===== config.mk =====
export PLATFORM = sky130hd
export DESIGN_NAME = branch_predictor
export DESIGN_NICKNAME = d
export VERILOG_FILES = /design/src/rtl/rv_bp_pkg.sv /design/src/rtl/bp_sat_counter.sv /design/src/rtl/branch_predictor.sv
export SDC_FILE = /design/constraint.sdc
export NUM_CORES = 2
export LEC_CHECK = 0
export CORE_MARGIN = 1
export CORE_UTILIZATION = 45
export DETAILED_ROUTE_END_ITERATION = 8
export MAX_ROUTING_LAYER = met4
export PLACE_DENSITY_LB_ADDON = 0.2
export SLEW_MARGIN = 20
export SYNTH_ARGS = -nofsm -noshare
export SYNTH_HDL_FRONTEND = slang
export SYNTH_SLANG_ARGS = --single-unit

===== constraint.sdc =====
create_clock -name clk -period 78.3 [get_ports clk]
set_input_delay 7.83 -clock clk [delete_from_list [all_inputs] [get_ports clk]]
set_output_delay 7.83 -clock clk [all_outputs]
set_load 0.05 [all_outputs]

===== src/rtl/rv_bp_pkg.sv =====
// rv_bp_pkg: shared branch predictor constants and PC field extraction helpers
package rv_bp_pkg;
  localparam int PC_ALIGN = 2;
  function automatic int ctr_rst(input int w);
    return (1 << (w - 1)) - 1;
  endfunction
  function automatic logic [63:0] pc_field(input logic [63:0] pc, input int lo, input int w);
    return (pc >> lo) & ((64'd1 << w) - 64'd1);
  endfunction
endpackage


===== src/rtl/bp_sat_counter.sv =====
// bp_sat_counter: W-bit saturating up/down counter with configurable reset value
module bp_sat_counter #(
  parameter int W = 2,
  parameter logic [W-1:0] RST_VAL = '0
) (
  input  logic         clk,
  input  logic         reset,
  input  logic         en,
  input  logic         up,
  output logic [W-1:0] cnt
);
  logic [W-1:0] cnt_q, cnt_d;
  always_comb begin
    cnt_d = !en ? cnt_q : up ? (&cnt_q ? cnt_q : cnt_q + W'(1)) : (|cnt_q ? cnt_q - W'(1) : cnt_q);
  end
  always_ff @(posedge clk or posedge reset) begin
    if (reset) cnt_q <= RST_VAL;
    else cnt_q <= cnt_d;
  end
  assign cnt = cnt_q;
endmodule


===== src/rtl/branch_predictor.sv =====
// branch_predictor: tagged BTB + PHT dynamic predictor with misprediction detection and stats.
// Define BP_GSHARE_EN to xor global history into the PHT index (gshare).
module branch_predictor
  import rv_bp_pkg::*;
#(
  parameter int XLEN    = 64,
  parameter int ENTRIES = 16,
  parameter int TAG_W   = 8,
  parameter int CTR_W   = 2,
  parameter int GHR_W   = 4,
  parameter int STAT_W  = 32
) (
  input  logic              clk,
  input  logic              reset,
  input  logic              pred_valid,
  input  logic [XLEN-1:0]   pred_pc,
  output logic              pred_hit,
  output logic              pred_taken,
  output logic [XLEN-1:0]   pred_target,
  output logic [GHR_W-1:0]  pred_ghr,
  input  logic              upd_valid,
  input  logic [XLEN-1:0]   upd_pc,
  input  logic              upd_taken,
  input  logic [XLEN-1:0]   upd_target,
  input  logic              upd_pred_taken,
  input  logic [XLEN-1:0]   upd_pred_target,
  input  logic [GHR_W-1:0]  upd_ghr,
  output logic              mispredict,
  output logic [XLEN-1:0]   redirect_pc,
  output logic [STAT_W-1:0] branch_cnt,
  output logic [STAT_W-1:0] mispred_cnt
);
  localparam int IDX_W = $clog2(ENTRIES);
  typedef struct packed {
    logic             valid;
    logic [TAG_W-1:0] tag;
    logic [XLEN-1:0]  target;
  } btb_entry_t;
  btb_entry_t btb_q [ENTRIES];
  btb_entry_t btb_d [ENTRIES];
  logic [CTR_W-1:0] pht [ENTRIES];
  logic [IDX_W-1:0] p_idx, p_pidx, u_idx, u_pidx;
  logic [TAG_W-1:0] p_tag, u_tag;
  logic [STAT_W-1:0] branch_cnt_q, branch_cnt_d, mispred_cnt_q, mispred_cnt_d;
  logic unused_pc_bits;
  assign p_idx = IDX_W'(pc_field(64'(pred_pc), PC_ALIGN, IDX_W));
  assign u_idx = IDX_W'(pc_field(64'(upd_pc), PC_ALIGN, IDX_W));
  assign p_tag = TAG_W'(pc_field(64'(pred_pc), IDX_W + PC_ALIGN, TAG_W));
  assign u_tag = TAG_W'(pc_field(64'(upd_pc), IDX_W + PC_ALIGN, TAG_W));
  assign unused_pc_bits = ^{pred_pc, upd_pc};
`ifdef BP_GSHARE_EN
  logic [GHR_W-1:0] ghr_q, ghr_d;
  // A resolved mispredict repairs history and overrides this cycle's speculative shift
  always_comb begin
    ghr_d = mispredict ? {upd_ghr[GHR_W-2:0], upd_taken}
          : (pred_valid && pred_hit) ? {ghr_q[GHR_W-2:0], pred_taken} : ghr_q;
  end
  always_ff @(posedge clk or posedge reset) begin
    if (reset) ghr_q <= '0;
    else ghr_q <= ghr_d;
  end
  assign p_pidx   = p_idx ^ IDX_W'(ghr_q);
  assign u_pidx   = u_idx ^ IDX_W'(upd_ghr);
  assign pred_ghr = ghr_q;
`else
  logic unused_ghr;
  assign unused_ghr = ^upd_ghr;
  assign p_pidx     = p_idx;
  assign u_pidx     = u_idx;
  assign pred_ghr   = '0;
`endif
  for (genvar i = 0; i < ENTRIES; i++) begin : g_pht
    bp_sat_counter #(.W(CTR_W), .RST_VAL(CTR_W'(ctr_rst(CTR_W)))) u_ctr (
      .clk   (clk),
      .reset (reset),
      .en    (upd_valid && u_pidx == IDX_W'(i)),
      .up    (upd_taken),
      .cnt   (pht[i])
    );
  end
  // A taken branch either refreshes its own entry or evicts whatever shares its index
  always_comb begin
    btb_d = btb_q;
    if (upd_valid && upd_taken) btb_d[u_idx] = '{valid: 1'b1, tag: u_tag, target: upd_target};
  end
  always_ff @(posedge clk or posedge reset) begin
    if (reset) btb_q <= '{default: '0};
    else btb_q <= btb_d;
  end
  assign pred_hit    = btb_q[p_idx].valid && btb_q[p_idx].tag == p_tag;
  assign pred_taken  = pred_valid && pred_hit && pht[p_pidx][CTR_W-1];
  assign pred_target = pred_taken ? btb_q[p_idx].target : pred_pc + XLEN'(4);
  assign mispredict  = upd_valid && (upd_taken != upd_pred_taken || (upd_taken && upd_target != upd_pred_target));
  assign redirect_pc = upd_taken ? upd_target : upd_pc + XLEN'(4);
  always_comb begin
    branch_cnt_d  = (upd_valid && !(&branch_cnt_q)) ? branch_cnt_q + STAT_W'(1) : branch_cnt_q;
    mispred_cnt_d = (mispredict && !(&mispred_cnt_q)) ? mispred_cnt_q + STAT_W'(1) : mispred_cnt_q;
  end
  always_ff @(posedge clk or posedge reset) begin
    if (reset) begin
      branch_cnt_q  <= '0;
      mispred_cnt_q <= '0;
    end else begin
      branch_cnt_q  <= branch_cnt_d;
      mispred_cnt_q <= mispred_cnt_d;
    end
  end
  assign branch_cnt  = branch_cnt_q;
  assign mispred_cnt = mispred_cnt_q;
endmodule


==> impl_metrics.json <==
{
  "synth_top_family_by_area": "multiplexers",
  "final_cell_mix": "dfrtp_1, mux2_2, nand2_1",
  "critPathCaptureType": "primary output",
  "cts-resized-gates": 0,
  "tns_ns": 0,
  "routedWlPerCell_um": 26.8,
  "path_clk_slew_ns": 0.06,
  "max-vdd-ir-drop_mv": 0.0184,
  "syn_inst": 4562,
  "cts_setup_buffers": 0,
  "finalWeightedCongestion": 0.827,
  "worst_pin_slew_ns": 1.17,
  "finalHoldViolCount": 0,
  "synth_area_leaders": "dfrtp_1, mux2_2, mux4_1",
  "cts_sinks": 1264,
  "num-nets-final": 5103,
  "fp.dieArea_um2": 140000,
  "crit_type": "input port to primary output",
  "cap_violations": 0,
  "crit_path_frequent_cell": "buf_4",
  "synth_top_area_share_pct": 50.0,
  "ys_ff_latch": 1264,
  "worstPathRequired_ns": 70.47,
  "grt_pass1_vias": 39770,
  "antenna_found_initial": 7,
  "synth-main-ff-cell": "dfrtp_1",
  "rsz0062_at_grt": "false",
  "drive_above_1_share_pct": 31.5,
  "placed_area_um2": 68300,
  "initial_core_util_pct": 45.4,
  "grt_pass1_wl_um": 268000,
  "drv_slew": 0,
  "worstSetupStartpointType": "input port",
  "syn_area_um2": 62500,
  "fmax_mhz": 45.7,
  "ios": 465,
  "fin_skew_ns": 0.00957,
  "ys_warn_count": 0,
  "cts_buffer_depth": 3,
  "die-height_um": 375,
  "stdcell_area_um2": 72800,
  "slowest_delay_ns": 0.84,
  "ys_types": 54,
  "mostFrequentLayoutCell": "dfrtp_1",
  "pwr_density_cell_nw_per_um2": 25.1,
  "worstPathArrival_ns": 14.06,
  "yosys.area_share.simple_pct": 6.44,
  "area_growth_pct": 16.6,
  "synth-async-reset-ratio_pct": 100,
  "wirelength_um": 180000,
  "grt_usage_pct": 26.6,
  "synth_enable_flop_cells": 0,
  "remaining_drc_errors": 0,
  "muxShareOfSynthArea_pct": 33.8,
  "yosys.area.top_type": "dfrtp_1",
  "cts_hold_buffers": 0,
  "synth_xor_area_share_pct": 3.38,
  "vias": 39040,
  "path_cells": "buf_6, buf_4, nand4_1, nor3_4, buf_4, nor4b_4, nand3_1, or2_2, or4_1, xnor2_1, mux2_2, clkdlybuf4s50_1",
  "row_count": 136,
  "hpwl_um": 110000,
  "h-tree-depth": 4,
  "ant_nets": 0,
  "final.min_clock_period_ns": 21.89,
  "leakage_nw": 32.9,
  "via_per_inst": 5.80,
  "cts_buffers": 139,
  "fp.dieW_um": 375,
  "finalSetupViolCount": 0,
  "cts_tree": "built",
  "root_buffer": "clkbuf_16",
  "grt_overflow": 0,
  "drt_iter0_drc": 2547,
  "cp_max_fo": 64,
  "crit_slowest_cell": "buf_4",
  "grt_max_degree": 168,
  "cp_num_buf_inv": 4,
  "clk_latency_ns": 0.76,
  "relSlewSlack_pct": 21.9,
  "critPathTopFamily": "simple AND/OR/NAND/NOR gates",
  "synth_compound_area_share_pct": 2.46,
  "status": "completed",
  "syn_avg_cell_area_um2": 13.7,
  "fin_crit_sh_pct": 28.0,
  "yosysSeqAreaShare_pct": 50.7,
  "synthAdderAreaFrac_pct": 0.140,
  "dr.pass1.iters": 5,
  "hold_path.class": "flip-flop to flip-flop",
  "coreArea_um2": 138000,
  "io_buffer_count": 456
}
-- worst paths after layout --
path                                              end  slack, ns  cells after the start                       from
max                                   pred_target[63]      56.41                     12                 pred_pc[4]
min                            btb_q[364]$_DFFE_PP0P_       0.47                      1     btb_q[364]$_DFFE_PP0P_
max reg2reg                branch_cnt[19]$_DFFE_PP0P_      75.80                      8  branch_cnt[8]$_DFFE_PP0P_
min reg2reg                    btb_q[364]$_DFFE_PP0P_       0.47                      1     btb_q[364]$_DFFE_PP0P_
max in group asynchronous      btb_q[344]$_DFFE_PP0P_      66.78                      6                      reset
min in group asynchronous      btb_q[592]$_DFFE_PP0P_       7.64                      2                      reset
-- sequential cells by signal, summed over array words and instances (netlist names) --
signal	count
g_pht.u_ctr.cnt	32
btb_q	1168
branch_cnt	32
mispred_cnt	32
-- cell type report --
class / count / area, um^2
sequential: 1264 / 31700
timing repair buffer: 531 / 5170
inverter: 48 / 195
antenna: 2 / 5.00
multi-input combinational: 2846 / 29100
clock buffer: 201 / 4010
fill: 11597 / 64800
tap: 1794 / 2240
clock inverter: 42 / 503
-- synthesized netlist by cell type, types with 44 or more instances --
library cell	n
buf_1	95
clkbuf_1	271
dfrtp_1	1248
inv_1	47
mux2_2	986
mux2_4	60
mux4_1	182
mux4_2	69
mux4_4	103
nand2_1	495
nand3_1	76
nand4_1	44
nor2_1	108
o21ai_0	201
xnor2_1	123
xor2_1	118
-- routing by layer --
metal	GRT usage, %	part of all wire [%]	vias to the layer above
met5	-	0	-
met4	5.67	1.7	0
met3	3.37	4.1	200
met2	43.0	49	887
met1	36.1	45	20816
li1	-	-	17137
-- logic make-up (layout without fill, tap and decap cells) --
| logic type | after synthesis | in the layout |
|---|---|---|
| mux | 1418 | 1418 |
| flops | 1264 | 1264 |
| simple gates | 895 | 895 |
| buf+inv | 455 | 822 |
| compound gates | 281 | 281 |
| xor+xnor | 241 | 241 |
| fa+ha+maj | 7 | 7 |
| other cells | 1 | 6 |
-- stage by stage --
stage / cells / utilization (%) / total power [mW] / setup slack, ns / hold WS [ns]
floorplan: 4565 / - / 1.09 / 34.88 / 0.429
global placement: 6482 / 49.6 / 1.17 / 56.36 / 0.444
detailed placement: 6482 / 49.6 / 1.19 / 56.38 / 0.447
CTS: 6725 / 52.9 / 1.84 / 56.36 / 0.465
global route: 6726 / 52.9 / 1.90 / 56.18 / 0.481
finish: 6728 / 52.9 / 1.83 / 56.41 / 0.465
-- where the power goes --
| group | internal (mW) | total (mW) | switching [mW] |
|---|---|---|---|
| Sequential | 0.776 | 0.835 | 0.0588 |
| Combinational | 0.188 | 0.338 | 0.149 |
| Clock | 0.385 | 0.655 | 0.270 |
| Total | 1.35 | 1.83 | 0.478 |
Power figures use the tool's default switching activity.
